File: src/rtl/addsat_pipe_if.sv
// Operand/result bundle for addsat_pipe: input beat handshake, result
// handshake and saturation status. Clock and reset stay outside.
interface addsat_pipe_if #(
    parameter int WIDTH = 32,
    parameter int LANE  = 8,
    parameter int CNTW  = 16
);
    localparam int NL = WIDTH / LANE;

    // operand beat
    logic             in_valid;
    logic             in_ready;
    logic [WIDTH-1:0] a;
    logic [WIDTH-1:0] b;
    logic             cin;
    logic             sat;
    logic             split;

    // result beat
    logic             out_valid;
    logic             out_ready;
    logic [WIDTH-1:0] r;
    logic             co;
    logic [NL-1:0]    satflag;

    // status
    logic             clr_status;
    logic [NL-1:0]    sat_sticky;
    logic [CNTW-1:0]  sat_count;

    // producer / consumer side (testbench, upstream fetch + writeback)
    modport master (
        output in_valid, a, b, cin, sat, split, out_ready, clr_status,
        input  in_ready, out_valid, r, co, satflag, sat_sticky, sat_count
    );

    // adder side
    modport slave (
        input  in_valid, a, b, cin, sat, split, out_ready, clr_status,
        output in_ready, out_valid, r, co, satflag, sat_sticky, sat_count
    );
endinterface

File: src/rtl/addsat_pipe.sv
// Pipelined saturating adder: unsigned a + signed delta b, clamped to
// [0, all-ones], either as one WIDTH-bit word or NL independent lanes.
// S1 holds the raw sum, S2 holds the saturated result. WIDTH must be a
// multiple of LANE.

// One lane slice. The add half feeds S1, the clamp half works on the S2
// copy of that lane. In full-word mode the caller hands the word-level
// carry/sign in as s_c/s_bs so every lane clamps the same way.
module addsat_lane #(
    parameter int LANE = 8
) (
    // add half (combinational, ahead of S1)
    input  logic            ci,
    input  logic [LANE-1:0] a,
    input  logic [LANE-1:0] b,
    output logic [LANE-1:0] q,
    output logic            c,
    // clamp half (combinational, ahead of S2)
    input  logic [LANE-1:0] s_q,
    input  logic            s_c,
    input  logic            s_bs,
    input  logic            s_sat,
    output logic [LANE-1:0] s_r,
    output logic            s_flag
);
    logic ovf;

    // raw lane sum with carry out
    assign {c, q} = {1'b0, a} + {1'b0, b} + {{LANE{1'b0}}, ci};

    // carry disagreeing with the delta sign means the true result left
    // [0, all-ones]; the carry itself says which end to clamp to
    assign ovf    = s_c ^ s_bs;
    assign s_flag = s_sat & ovf;
    assign s_r    = s_flag ? {LANE{s_c}} : s_q;
endmodule

module addsat_pipe #(
    parameter int WIDTH = 32,
    parameter int LANE  = 8,
    parameter int CNTW  = 16
) (
    input logic         clk,
    input logic         reset,
    addsat_pipe_if.slave bus
);
    localparam int NL = WIDTH / LANE;

    // ---------------------------------------------------------------
    // Handshake
    // ---------------------------------------------------------------
    logic adv1;
    logic adv2;
    logic s1_valid;
    logic s2_valid;

    assign adv2        = ~s2_valid | bus.out_ready;
    assign adv1        = ~s1_valid | adv2;
    assign bus.in_ready = adv1;

    // ---------------------------------------------------------------
    // Lane datapath
    // ---------------------------------------------------------------
    logic [NL-1:0]    lane_ci;   // carry into each lane
    logic [WIDTH-1:0] sum_q;     // raw sum, all lanes
    logic [NL-1:0]    sum_c;     // raw carry out of each lane
    logic [NL-1:0]    sum_bs;    // delta sign bit of each lane

    logic [WIDTH-1:0] s1_q;
    logic [NL-1:0]    s1_c;
    logic [NL-1:0]    s1_bs;
    logic             s1_sat;
    logic             s1_split;

    logic [WIDTH-1:0] clamp_r;
    logic [NL-1:0]    clamp_f;

    for (genvar i = 0; i < NL; i++) begin : g_lane
        logic lc;
        logic lbs;

        // lane 0 always takes cin; the others chain only in full-word mode
        if (i == 0) begin : g_c0
            assign lane_ci[i] = bus.cin;
        end else begin : g_cn
            assign lane_ci[i] = sum_c[i-1] & ~bus.split;
        end

        assign sum_bs[i] = bus.b[i*LANE + LANE-1];

        // full-word mode clamps every lane off the top-lane carry/sign
        assign lc  = s1_split ? s1_c[i]  : s1_c[NL-1];
        assign lbs = s1_split ? s1_bs[i] : s1_bs[NL-1];

        addsat_lane #(.LANE(LANE)) u_lane (
            .ci     (lane_ci[i]),
            .a      (bus.a[i*LANE +: LANE]),
            .b      (bus.b[i*LANE +: LANE]),
            .q      (sum_q[i*LANE +: LANE]),
            .c      (sum_c[i]),
            .s_q    (s1_q[i*LANE +: LANE]),
            .s_c    (lc),
            .s_bs   (lbs),
            .s_sat  (s1_sat),
            .s_r    (clamp_r[i*LANE +: LANE]),
            .s_flag (clamp_f[i])
        );
    end

    // ---------------------------------------------------------------
    // S1: raw sum plus the mode bits that travel with the beat
    // ---------------------------------------------------------------
    // S1 register; payload only loads on an accepted beat
    always_ff @(posedge clk or posedge reset) begin
        if (reset) begin
            s1_valid <= 1'b0;
            s1_q     <= '0;
            s1_c     <= '0;
            s1_bs    <= '0;
            s1_sat   <= 1'b0;
            s1_split <= 1'b0;
        end else if (adv1) begin
            s1_valid <= bus.in_valid;
            if (bus.in_valid) begin
                s1_q     <= sum_q;
                s1_c     <= sum_c;
                s1_bs    <= sum_bs;
                s1_sat   <= bus.sat;
                s1_split <= bus.split;
            end
        end
    end

    // ---------------------------------------------------------------
    // S2: clamped result, held while the consumer stalls
    // ---------------------------------------------------------------
    logic [WIDTH-1:0] r_q;
    logic             co_q;
    logic [NL-1:0]    flag_q;

    // S2 register; co is the raw top carry regardless of sat/split
    always_ff @(posedge clk or posedge reset) begin
        if (reset) begin
            s2_valid <= 1'b0;
            r_q      <= '0;
            co_q     <= 1'b0;
            flag_q   <= '0;
        end else if (adv2) begin
            s2_valid <= s1_valid;
            if (s1_valid) begin
                r_q    <= clamp_r;
                co_q   <= s1_c[NL-1];
                flag_q <= clamp_f;
            end
        end
    end

    assign bus.out_valid = s2_valid;
    assign bus.r         = r_q;
    assign bus.co        = co_q;
    assign bus.satflag   = flag_q;

    // ---------------------------------------------------------------
    // Status: sticky flags and event counter, recorded on transfer
    // ---------------------------------------------------------------
    logic            xfer;
    logic            evt;
    logic [NL-1:0]   sticky_q;
    logic [CNTW-1:0] count_q;

    assign xfer = s2_valid & bus.out_ready;
    assign evt  = |flag_q;

    // clear wins over history but the beat transferring this cycle still counts
    always_ff @(posedge clk or posedge reset) begin
        if (reset) begin
            sticky_q <= '0;
            count_q  <= '0;
        end else if (bus.clr_status) begin
            sticky_q <= xfer ? flag_q : '0;
            count_q  <= {{(CNTW-1){1'b0}}, xfer & evt};
        end else if (xfer) begin
            sticky_q <= sticky_q | flag_q;
            if (evt && (count_q != {CNTW{1'b1}}))
                count_q <= count_q + 1'b1;
        end
    end

    assign bus.sat_sticky = sticky_q;
    assign bus.sat_count  = count_q;
endmodule

File: src/flat_wrapper.sv
// flat-port wrapper written by rule: the top's interface ports become plain ports
module addsat_pipe_flat 
#(
    parameter int WIDTH = 32,
    parameter int LANE  = 8,
    parameter int CNTW  = 16
)
  (clk, reset, bus_in_valid, bus_a, bus_b, bus_cin, bus_sat, bus_split, bus_out_ready, bus_clr_status, bus_in_ready, bus_out_valid, bus_r, bus_co, bus_satflag, bus_sat_sticky, bus_sat_count);
  addsat_pipe_if #(.WIDTH(WIDTH), .LANE(LANE), .CNTW(CNTW)) bus_i ();
  input logic clk;
  input logic reset;
  input wire logic [$bits(bus_i.in_valid)-1:0] bus_in_valid;
  input wire logic [$bits(bus_i.a)-1:0] bus_a;
  input wire logic [$bits(bus_i.b)-1:0] bus_b;
  input wire logic [$bits(bus_i.cin)-1:0] bus_cin;
  input wire logic [$bits(bus_i.sat)-1:0] bus_sat;
  input wire logic [$bits(bus_i.split)-1:0] bus_split;
  input wire logic [$bits(bus_i.out_ready)-1:0] bus_out_ready;
  input wire logic [$bits(bus_i.clr_status)-1:0] bus_clr_status;
  output wire logic [$bits(bus_i.in_ready)-1:0] bus_in_ready;
  output wire logic [$bits(bus_i.out_valid)-1:0] bus_out_valid;
  output wire logic [$bits(bus_i.r)-1:0] bus_r;
  output wire logic [$bits(bus_i.co)-1:0] bus_co;
  output wire logic [$bits(bus_i.satflag)-1:0] bus_satflag;
  output wire logic [$bits(bus_i.sat_sticky)-1:0] bus_sat_sticky;
  output wire logic [$bits(bus_i.sat_count)-1:0] bus_sat_count;
  assign bus_i.in_valid = bus_in_valid;
  assign bus_i.a = bus_a;
  assign bus_i.b = bus_b;
  assign bus_i.cin = bus_cin;
  assign bus_i.sat = bus_sat;
  assign bus_i.split = bus_split;
  assign bus_i.out_ready = bus_out_ready;
  assign bus_i.clr_status = bus_clr_status;
  assign bus_in_ready = bus_i.in_ready;
  assign bus_out_valid = bus_i.out_valid;
  assign bus_r = bus_i.r;
  assign bus_co = bus_i.co;
  assign bus_satflag = bus_i.satflag;
  assign bus_sat_sticky = bus_i.sat_sticky;
  assign bus_sat_count = bus_i.sat_count;
  addsat_pipe #(.WIDTH(WIDTH), .LANE(LANE), .CNTW(CNTW)) u_core (.clk(clk), .reset(reset), .bus(bus_i));
endmodule
File: config.mk
export PLATFORM = sky130hd
export DESIGN_NAME = addsat_pipe_flat
export DESIGN_NICKNAME = d
export VERILOG_FILES = /design/src/rtl/addsat_pipe_if.sv /design/src/rtl/addsat_pipe.sv /design/src/flat_wrapper.sv
export SDC_FILE = /design/constraint.sdc
export NUM_CORES = 1
export LEC_CHECK = 0
export ABC_CLOCK_PERIOD_IN_PS = 3400
export CELL_PAD_IN_SITES_DETAIL_PLACEMENT = 0
export CELL_PAD_IN_SITES_GLOBAL_PLACEMENT = 1
export CORE_ASPECT_RATIO = 1.5
export CORE_MARGIN = 2
export CORE_UTILIZATION = 34
export DETAILED_ROUTE_END_ITERATION = 7
export PLACE_DENSITY_LB_ADDON = 0.25
export SLEW_MARGIN = 0
export SYNTH_ARGS = -nofsm -noshare
export SYNTH_HDL_FRONTEND = slang
export SYNTH_SLANG_ARGS = --single-unit
File: constraint.sdc
create_clock -name clk -period 3.4 [get_ports clk]
set_input_delay 0.68 -clock clk [delete_from_list [all_inputs] [get_ports clk]]
set_output_delay 0.68 -clock clk [all_outputs]
set_load 0.02 [all_outputs]
# Yosys cells after proc, flatten, opt, wreduce, memory -nomap -nowiden
# Cells that the tools add are included.
# totals
romBits,0
output_inout_bits,59
ramBits,0
latchBits,0
input_bits,72
memories,0
regBits,101
wordCells,64
# classes
n_div,0
shift,0
n_eq_ne,1
reduce_logical,7
n_bitwise,19
muxes,16
n_mul,0
order_cmp,0
add_sub_neg,9
# ops
op,n
two-way mux 16 bit,3
adder 8 x 8 -> 9 bit,4
adder 9 x 1 -> 9 bit,4
two-way mux 8 bit,4
adder 16 x 1 -> 16 bit (second input constant),1
!= test 16 bit (second input constant),1
two-way mux 4 bit,3
AND 1 bit,9
two-way mux 1 bit,6
AND reduction 2 bit,3
OR 4 bit,1
nonzero test 2 bit,2
OR reduction 4 bit,1
bitwise XOR 1 bit,4
NOT 1 bit,3
OR 1 bit,2
logical AND 1 bit,1

# Depth between registers and ports, before layout
# Gate-level depths: netlist of the first run.
# depth
word_depth,8
mapped_depth,29

# By module
# A second synthesis of the first run with hierarchy kept.
# unflattened
cells_unflattened,518
hier_area_um2,5848.1
# by_module_without_submodules
module,area_each_um2,n_inst,cells_per_inst,seq_area_each_um2
addsat_pipe,4171.5,1,302,2527.4
addsat_lane (u_core.g_lane[0].u_lane ...),419.2,2,55,0.0
addsat_lane (u_core.g_lane[1].u_lane ...),419.2,2,53,0.0

# Worst setup path after synthesis of the first run
# No wires, ideal clock.
# synth_timing
kind,input-to-reg
from,in bus_cin
to,reg u_core.s1_q[30]
setup_ns,0.135
setup_slack_ns,-2.652
n_path_buf,0
cell_stages,29
t_required_ns,3.265
arrival_ns,5.917
cell_sequence,inv_1 -> fa_1 -> inv_1 -> fa_1 -> a21oi_1 -> o211ai_1 -> nand3b_1 -> a21oi_1 -> nand2b_1 -> fa_1 -> fa_1 -> nor2b_1 -> o31ai_1 -> a21oi_1 -> o21ai_0 -> a21oi_1 -> fa_1 -> fa_1 -> a21oi_1 -> o211ai_1 -> nand3b_1 -> a211oi_1 -> fa_1 -> fa_1 -> a21oi_1 -> o211ai_1 -> a21oi_1 -> xor2_1 -> o21ai_0
# synth_between
elab_chain_len,7
# synth_lines
element,line,text
"start, declared",flat_wrapper.sv:15,input wire logic [$bits(bus_i.cin)-1:0] bus_cin;
adder 9 x 1 -> 9 bit,addsat_pipe.sv:29,"assign {c, q} = {1'b0, a} + {1'b0, b} + {{LANE{1'b0}}, ci};"
AND 1 bit,addsat_pipe.sv:86,assign lane_ci[i] = sum_c[i-1] & ~bus.split;
adder 9 x 1 -> 9 bit,addsat_pipe.sv:29,
AND 1 bit,addsat_pipe.sv:86,
adder 9 x 1 -> 9 bit,addsat_pipe.sv:29,
AND 1 bit,addsat_pipe.sv:86,
adder 9 x 1 -> 9 bit,addsat_pipe.sv:29,
"end signal, assigned",addsat_pipe.sv:125,s1_q <= sum_q;
"end, declared",addsat_pipe.sv:69,logic [WIDTH-1:0] s1_q;
# No other way between the ends.
# A chain may end at the register's enable or synchronous reset.

# Worst setup path in the final report of the first run
# layout_timing
from,in bus_a[0]
to,reg u_core.s1_q[30]
# layout_between
elab_chain_len,8
# layout_lines
element,line,text
"start, declared",flat_wrapper.sv:13,input wire logic [$bits(bus_i.a)-1:0] bus_a;
adder 8 x 8 -> 9 bit,addsat_pipe.sv:29,
adder 9 x 1 -> 9 bit,addsat_pipe.sv:29,
AND 1 bit,addsat_pipe.sv:86,
adder 9 x 1 -> 9 bit,addsat_pipe.sv:29,
AND 1 bit,addsat_pipe.sv:86,
adder 9 x 1 -> 9 bit,addsat_pipe.sv:29,
AND 1 bit,addsat_pipe.sv:86,
adder 9 x 1 -> 9 bit,addsat_pipe.sv:29,
# No other way between the ends.

==> impl_metrics.env, run 1 <==
export IMPL_post_drt_wl_per_cell_microns=15.4
export IMPL_yosysWarnings=0
export IMPL_peakVddDrop_mv=0.225
export IMPL_reg2reg_slack_ns=1.41
export IMPL_n_antenna_cell=0
export IMPL_hp_class="reg2reg"
export IMPL_die_h_microns=161
export IMPL_top_level_ports=131
export IMPL_clockBufferDepth=2
export IMPL_worstSkewPairLatency_ns=0.34
export IMPL_chipWidth_microns=109
export IMPL_fill_cells=1590
export IMPL_min_from="u_core.bus.r[29]"
export IMPL_die_area_sq_mm=0.0175
export IMPL_place_detailed_hpwl_microns=12000
export IMPL_final_hold_violation_count=0
export IMPL_start_util=0.346
export IMPL_area_growth_pct=43.5
export IMPL_antenna_found_initial=0
export IMPL_cts_clk_slew_worst_paths_ns=0.07
export IMPL_fp_row_count=57
export IMPL_vias=5035
export IMPL_cts_inserted_buffers=9
export IMPL_synth_top_area_share=0.453
export IMPL_clock_sinks=101
export IMPL_overflow=0
export IMPL_yosysTopAreaCell="dfrtp_1"
export IMPL_cts_tree="done"
export IMPL_slowest_delay_ns=0.37
export IMPL_synthArstFlopShare=1.00
export IMPL_start_kind="input pin"
export IMPL_power_density_mw_per_mm2=519
export IMPL_fin_ws_ns=-2.15
export IMPL_cp_arrival_ns=5.76
export IMPL_placed_area_sq_mm=0.00748
export IMPL_cts_root_buf="clkbuf_16"
export IMPL_reg2reg_from="u_core.bus.sat_count[0]"
export IMPL_final_period_utilization=1.63
export IMPL_drv_slew=0
export IMPL_fin_crit_ns=5.55
export IMPL_coreArea_sq_mm=0.0161
export IMPL_drc=0
export IMPL_ys_seq_elements=101
export IMPL_synth_area_top_cells="dfrtp_1 (45%), nand2_1 (7.9%), ha_1 (6.5%)"
export IMPL_drv_cap=0
export IMPL_fin_skew_ns=0.00915
export IMPL_setup_viol=18
export IMPL_place_gp_congestion=0.871
export IMPL_nNetsFinal=902
export IMPL_required_ns=3.61
export IMPL_fin_area_sq_mm=0.00801
export IMPL_worstMarginPinSlew_ns=0.916
export IMPL_pre_cts_ws_ns=-3.23
export IMPL_crit_start="bus_a[0]"
export IMPL_crit_fanout=2
export IMPL_wirelength_microns=15500
export IMPL_synth_enable_flop_cells=0
export IMPL_drive_gt1_frac=0.160
export IMPL_synthFlopType="dfrtp_1"
export IMPL_maxSlewHeadroom=0.389
export IMPL_end_kind="flip-flop"
export IMPL_crit_slowest_cell="fa_2"
export IMPL_cts_hold_buffers=0
export IMPL_synth_cells=620
export IMPL_path_common_cell="fa_2"
export IMPL_grt_pass1_wl_microns=25200
export IMPL_avgSynthCellArea_sq_um=8.99
export IMPL_ant_nets=0
export IMPL_leakagePower_uw=0.00357
export IMPL_outcome="complete, but fails checks"
export IMPL_drt_iter0_drc=258
export IMPL_syn_area_sq_mm=0.00558
export IMPL_ys_types=43
export IMPL_grt_setup_unrepaired="yes"
export IMPL_synth_nets=729
export IMPL_via_per_inst=5.01
export IMPL_fmax_mhz=180
export IMPL_path_class="in2reg"
export IMPL_failed_checks="negative setup slack"
export IMPL_grt_max_degree=55
export IMPL_ys_seq_area_frac=0.453
export IMPL_ctsHtreeMaxLevel=3
export IMPL_first_pass_iters=4
export IMPL_grt_pass1_vias=5271
export IMPL_io_buffers=130
export IMPL_grtUsageTotal=0.184
## Yosys cell counts, drive strengths merged (3+ instances only)
master   number
a211oi        7
a21o          6
a21oi        31
a22o          4
a31o          3
a31oi         5
and2          7
and3          5
and4          4
buf           5
clkbuf       23
dfrtp       101
fa            8
ha           29
inv          23
nand2       118
nand2b       10
nand3        37
nand3b        3
nand4         5
nor2         48
nor2b         3
nor3         15
o2111ai       3
o211ai        9
o21a          5
o21ai        44
o31ai        15
or3           5
xnor2        10
xor2         18
## cell families (layout without fill, tap and decap cells)
kind of cell,after synthesis,after routing,synth area share
AO/OA/AOI/OAI,137,137,0.154
XOR/XNOR,28,28,0.0440
adder cells (fa/ha/maj),37,37,0.0938
buffers and inverters,51,229,0.0377
flip-flops,101,101,0.453
multiplexers,2,2,0.00381
AND/OR/NAND/NOR,264,264,0.214
## registers in the layout, indices dropped and copies added (netlist names)
signal	cells
u_core.bus.r	32
u_core.s1_valid	1
u_core.s1_bs	4
u_core.s1_q	32
u_core.bus.co	1
u_core.bus.sat_count	16
u_core.bus.satflag	4
u_core.s1_sat	1
u_core.s1_c	4
u_core.bus.sat_sticky	4
u_core.bus.out_valid	1
u_core.s1_split	1
## area by class of cell
type,count,area (sq um),share of cell area
repair buffers,190,1790,0.223
clock inverters,5,58.8,0.00735
inverters,23,109,0.0136
multi-input cells,468,3010,0.376
flip-flops and latches,101,2530,0.316
well taps,206,258,0.0322
clock buffers,11,253,0.0316
## worst paths after layout
path | endpoint | cells past startpoint
max reg2reg | u_core.bus.sat_count[0] | 6
max | u_core.s1_q[30] | 30
min in group asynchronous | u_core.bus.sat_count[6] | 2
max in group asynchronous | u_core.bus.r[30] | 3
min | u_core.bus.r[29] | 2
min reg2reg | u_core.bus.r[29] | 2
## per-stage QoR
| stage | utilization | total power, uW | cells | TNS (ns) | hold WS, ns |
|---|---|---|---|---|---|
| 6_report | 0.497 | 4150 | 1004 | -25.11 | 0.476 |
| 3_3_place_gp | 0.464 | 3040 | 978 | -45.20 | 0.462 |
| 4_1_cts | 0.489 | 4170 | 998 | -28.18 | 0.480 |
| 3_5_place_dp | 0.464 | 3080 | 978 | -48.42 | 0.465 |
| 5_1_grt | 0.497 | 4410 | 1004 | -28.99 | 0.494 |
| 2_1_floorplan | - | 2400 | 620 | -23.45 | 0.445 |
## per-layer routing
layer  GRT usage  up-vias  part of all wire
li1            -     2497                 -
met1       0.199     2422              0.39
met2       0.356       97              0.56
met3      0.0239       19             0.028
met4      0.0612        0             0.020
met5           0        -                 0
## worst max-delay path: cells and delay by family
family	cells	cell delay [ns]
adder cells (fa/ha/maj)	8	2.42
AO/OA/AOI/OAI	14	1.89
AND/OR/NAND/NOR	4	0.41
buffers and inverters	3	0.18
XOR/XNOR	1	0.17
## power breakdown
group / leakage (uW) / switching [uW] / internal (uW) / total, uW
combinational: 0.00215 / 747 / 701 / 1450
clock: 0.000148 / 456 / 611 / 1070
sequential: 0.00128 / 178 / 1460 / 1640
## what timing repair did
action | CTS | global route
resized for setup | 38 | 19
pin swaps | 40 | 34
setup buffers | 5 | 7
endpoints found under the setup margin | 24 | 21
## layout by cell type (no fill, tap or decap), drive strengths merged, types with 2 or more instances in the layout
cell type        n
a211o            2
a211oi           7
a21o             6
a21oi           31
a22o             4
a31o             3
a31oi            5
and2             7
and3             5
and4             4
buf             63
clkbuf          11
clkdlybuf4s50  124
clkinv           3
clkinvlp         2
dfrtp          101
dlygate4sd2      2
fa               8
ha              29
inv             22
nand2          118
nand2b          10
nand3           37
nand3b           3
nand4            5
nor2            48
nor2b            3
nor3            15
o2111ai          3
o211ai           9
o21a             5
o21ai           44
o21bai           2
o31ai           15
or3              5
xnor2           10
xor2            18
Note: power is estimated with default switching activity, not from simulation.
==> run 2, diff against run 1 <==
--- a/config.mk
+++ b/config.mk
@@ -10,10 +10,11 @@
 export CELL_PAD_IN_SITES_GLOBAL_PLACEMENT = 1
 export CORE_ASPECT_RATIO = 1.5
 export CORE_MARGIN = 2
-export CORE_UTILIZATION = 34
+export CORE_UTILIZATION = 35
 export DETAILED_ROUTE_END_ITERATION = 7
 export PLACE_DENSITY_LB_ADDON = 0.25
 export SLEW_MARGIN = 0
 export SYNTH_ARGS = -nofsm -noshare
 export SYNTH_HDL_FRONTEND = slang
+export SYNTH_HIERARCHICAL = 1
 export SYNTH_SLANG_ARGS = --single-unit
==> constraint.sdc (replaced) <==
create_clock -name clk -period 3.4 [get_ports clk]
set_input_delay 0.68 -clock clk [delete_from_list [all_inputs] [get_ports clk]]
set_output_delay 0.68 -clock clk [all_outputs]
set_load 0.01 [all_outputs]
==> run 2 against run 1 <==
  * The run still ends with negative setup slack left
  * Cell count shrank 8.7%
  * Synthesized cell count fell by 16%
  * Design area up 3.8%
  * Flip-flop and latch count stayed put
  * Critical path depth down 3
  * Core utilization increased by 1.4 points
==> impl_metrics.env, run 2 <==
export IMPL_reg2reg_slack_ns=1.39
export IMPL_ys_types=48
export IMPL_coreArea_sq_mm=0.0163
export IMPL_vias=4820
export IMPL_reg2reg_from="u_core/bus.out_valid"
export IMPL_clock_sinks=101
export IMPL_synthArstFlopShare=1.00
export IMPL_antenna_found_initial=0
export IMPL_peakVddDrop_mv=0.265
export IMPL_fin_crit_ns=5.90
export IMPL_clockBufferDepth=2
export IMPL_final_period_utilization=1.73
export IMPL_crit_slowest_cell="fa_2"
export IMPL_grtUsageTotal=0.170
export IMPL_end_kind="flip-flop"
export IMPL_die_area_sq_mm=0.0178
export IMPL_maxSlewHeadroom=0.591
export IMPL_synth_area_top_cells="dfrtp_1 (43%), mux2_2 (16%), ha_1 (6.2%)"
export IMPL_cts_root_buf="clkbuf_16"
export IMPL_dp_cells=877
export IMPL_ant_nets=0
export IMPL_failed_checks="negative setup slack"
export IMPL_overflow=0
export IMPL_top_level_ports=131
export IMPL_area_growth_pct=42.1
export IMPL_start_kind="input pin"
export IMPL_syn_area_sq_mm=0.00585
export IMPL_chipWidth_microns=110
export IMPL_instances_no_fill=917
export IMPL_cp_top_family="adder cells"
export IMPL_place_detailed_hpwl_microns=10800
export IMPL_io_buffers=130
export IMPL_place_gp_congestion=0.841
export IMPL_min_path_cells=1
export IMPL_crit_fanout=2
export IMPL_hp_class="reg2reg"
export IMPL_outcome="complete, but fails checks"
export IMPL_drv_slew=0
export IMPL_layout_common_cells="clkdlybuf4s50_1 (123), dfrtp_1 (101), mux2_2 (75), buf_4 (61), a21o_1 (40)"
export IMPL_required_ns=3.64
export IMPL_path_class="in2reg"
export IMPL_post_drt_wl_per_cell_microns=16.0
export IMPL_slowest_delay_ns=0.39
export IMPL_path_common_cell="fa_2"
export IMPL_grt_max_degree=58
export IMPL_worstMarginPinSlew_ns=0.614
export IMPL_synth_cells=518
export IMPL_die_h_microns=162
export IMPL_drv_cap=0
export IMPL_fmax_mhz=170
export IMPL_avgSynthCellArea_sq_um=11.3
export IMPL_critical_path_buf_inv_count=1
export IMPL_whs_endpoint="u_core/bus.r[21]"
export IMPL_min_from="u_core/bus.r[21]"
export IMPL_ctsHtreeMaxLevel=3
export IMPL_r2r_end="u_core/bus.sat_count[13]"
export IMPL_fin_ws_ns=-2.50
export IMPL_ys_seq_elements=101
export IMPL_synth_most_common_cell="dfrtp_1"
export IMPL_r2r_cells=4
export IMPL_hold_ws_ns=0.505
export IMPL_cts_hold_buffers=0
export IMPL_wirelength_microns=14700
export IMPL_cts_inserted_buffers=9
export IMPL_synthFlopType="dfrtp_1"
export IMPL_cts_tree="done"
export IMPL_drt_iter0_drc=150
export IMPL_cts_clk_slew_worst_paths_ns=0.08
export IMPL_first_pass_iters=4
export IMPL_worstSkewPairLatency_ns=0.35
export IMPL_final_common_cell="clkdlybuf4s50_1"
export IMPL_synth_top_area_share=0.432
export IMPL_drc=0
export IMPL_yosysTopAreaCell="dfrtp_1"
export IMPL_drive_gt1_frac=0.295
export IMPL_fp_row_count=57
export IMPL_grt_pass1_vias=5065
export IMPL_via_per_inst=5.26
export IMPL_grt_setup_unrepaired="yes"
export IMPL_final_hold_violation_count=0
export IMPL_nNetsFinal=815
export IMPL_setup_viol=19
export IMPL_synth_top_cells_by_count="dfrtp_1 (101), mux2_2 (81), a21o_1 (40)"
export IMPL_pre_cts_ws_ns=-3.44
export IMPL_fin_skew_ns=0.0110
export IMPL_yosysWarnings=6
export IMPL_power_density_mw_per_mm2=570
export IMPL_n_antenna_cell=0
export IMPL_synth_enable_flop_cells=0
export IMPL_ys_seq_area_frac=0.432
export IMPL_cp_arrival_ns=6.14
export IMPL_leakagePower_uw=0.00380
export IMPL_grt_pass1_wl_microns=23800
export IMPL_start_util=0.360
export IMPL_synth_nets=627
-- run 2: cell types whose count changed in the layout (fill, tap and decap cells not counted), sizes merged, moves of 8 or more --
| cell | before | now |
|---|---|---|
| o21ai | 44 | 7 |
| a311o | 0 | 8 |
| nand3 | 37 | 11 |
| mux2 | 1 | 81 |
| nor3 | 15 | 6 |
| nor2b | 3 | 11 |
| nor2 | 48 | 6 |
| o31ai | 15 | 7 |
| a21o | 6 | 40 |
| nand2 | 118 | 38 |
-- run 2: cell families after synthesis --
| logic type | Yosys count | share of synthesized area |
|---|---|---|
| buf+inv | 38 | 0.0304 |
| xor+xnor | 20 | 0.0300 |
| mux | 83 | 0.159 |
| flops | 101 | 0.432 |
| simple gates | 121 | 0.114 |
| fa+ha+maj | 37 | 0.0894 |
| compound gates | 118 | 0.145 |
-- run 2: worst max-delay path by stage --
stage,startpoint,endpoint,slack (ns),depth (start not counted)
CTS,bus_cin,u_core/s1_q[28],-2.51,27
detailed placement,bus_a[0],u_core/s1_c[3],-3.44,27
global placement,bus_a[0],u_core/s1_c[3],-3.37,27
floorplan,bus_a[0],u_core/s1_c[3],-2.60,26
global route,bus_cin,u_core/s1_c[3],-2.77,27
finish,bus_cin,u_core/s1_c[3],-2.50,27
-- run 2: layer usage --
metal / vias up / part of all wire / global-route usage
met4: 0 / 0.021 / 0.0633
met3: 22 / 0.039 / 0.0193
met1: 2385 / 0.39 / 0.193
li1: 2294 / - / -
met5: - / 0 / 0
met2: 119 / 0.55 / 0.317
-- run 2: cell type report --
class	count	area [sq um]
fillers	1545	7950
inverters	18	70.1
clock buffers	10	239
flip-flops and latches	101	2530
multi-input cells	379	3300
well taps	206	258
clock inverters	6	70.1
repair buffers	197	1850
-- run 2: what timing repair did --
| item | in CTS | in global routing |
|---|---|---|
| pin swaps | 28 | 9 |
| setup endpoints to repair | 26 | 21 |
| resized for setup | 33 | 15 |
| buffers inserted | 19 | 6 |
-- run 2: power by group --
group,leakage [uW],internal [uW],switching (uW)
clock network,0.000153,598,470
logic,0.00241,1140,724
registers,0.00124,1570,237
total,0.00380,3310,1430
-- run 2: per-stage QoR --
| stage | util | power, uW | instance area [sq um] | setup TNS [ns] |
|---|---|---|---|---|
| 2_1_floorplan | - | 2760 | 5880 | -30.91 |
| 3_3_place_gp | 0.474 | 3590 | 7700 | -49.11 |
| 3_5_place_dp | 0.474 | 3630 | 7700 | -50.33 |
| 4_1_cts | 0.504 | 4770 | 8200 | -29.43 |
| 5_1_grt | 0.511 | 5040 | 8310 | -33.95 |
| 6_report | 0.511 | 4740 | 8310 | -29.70 |
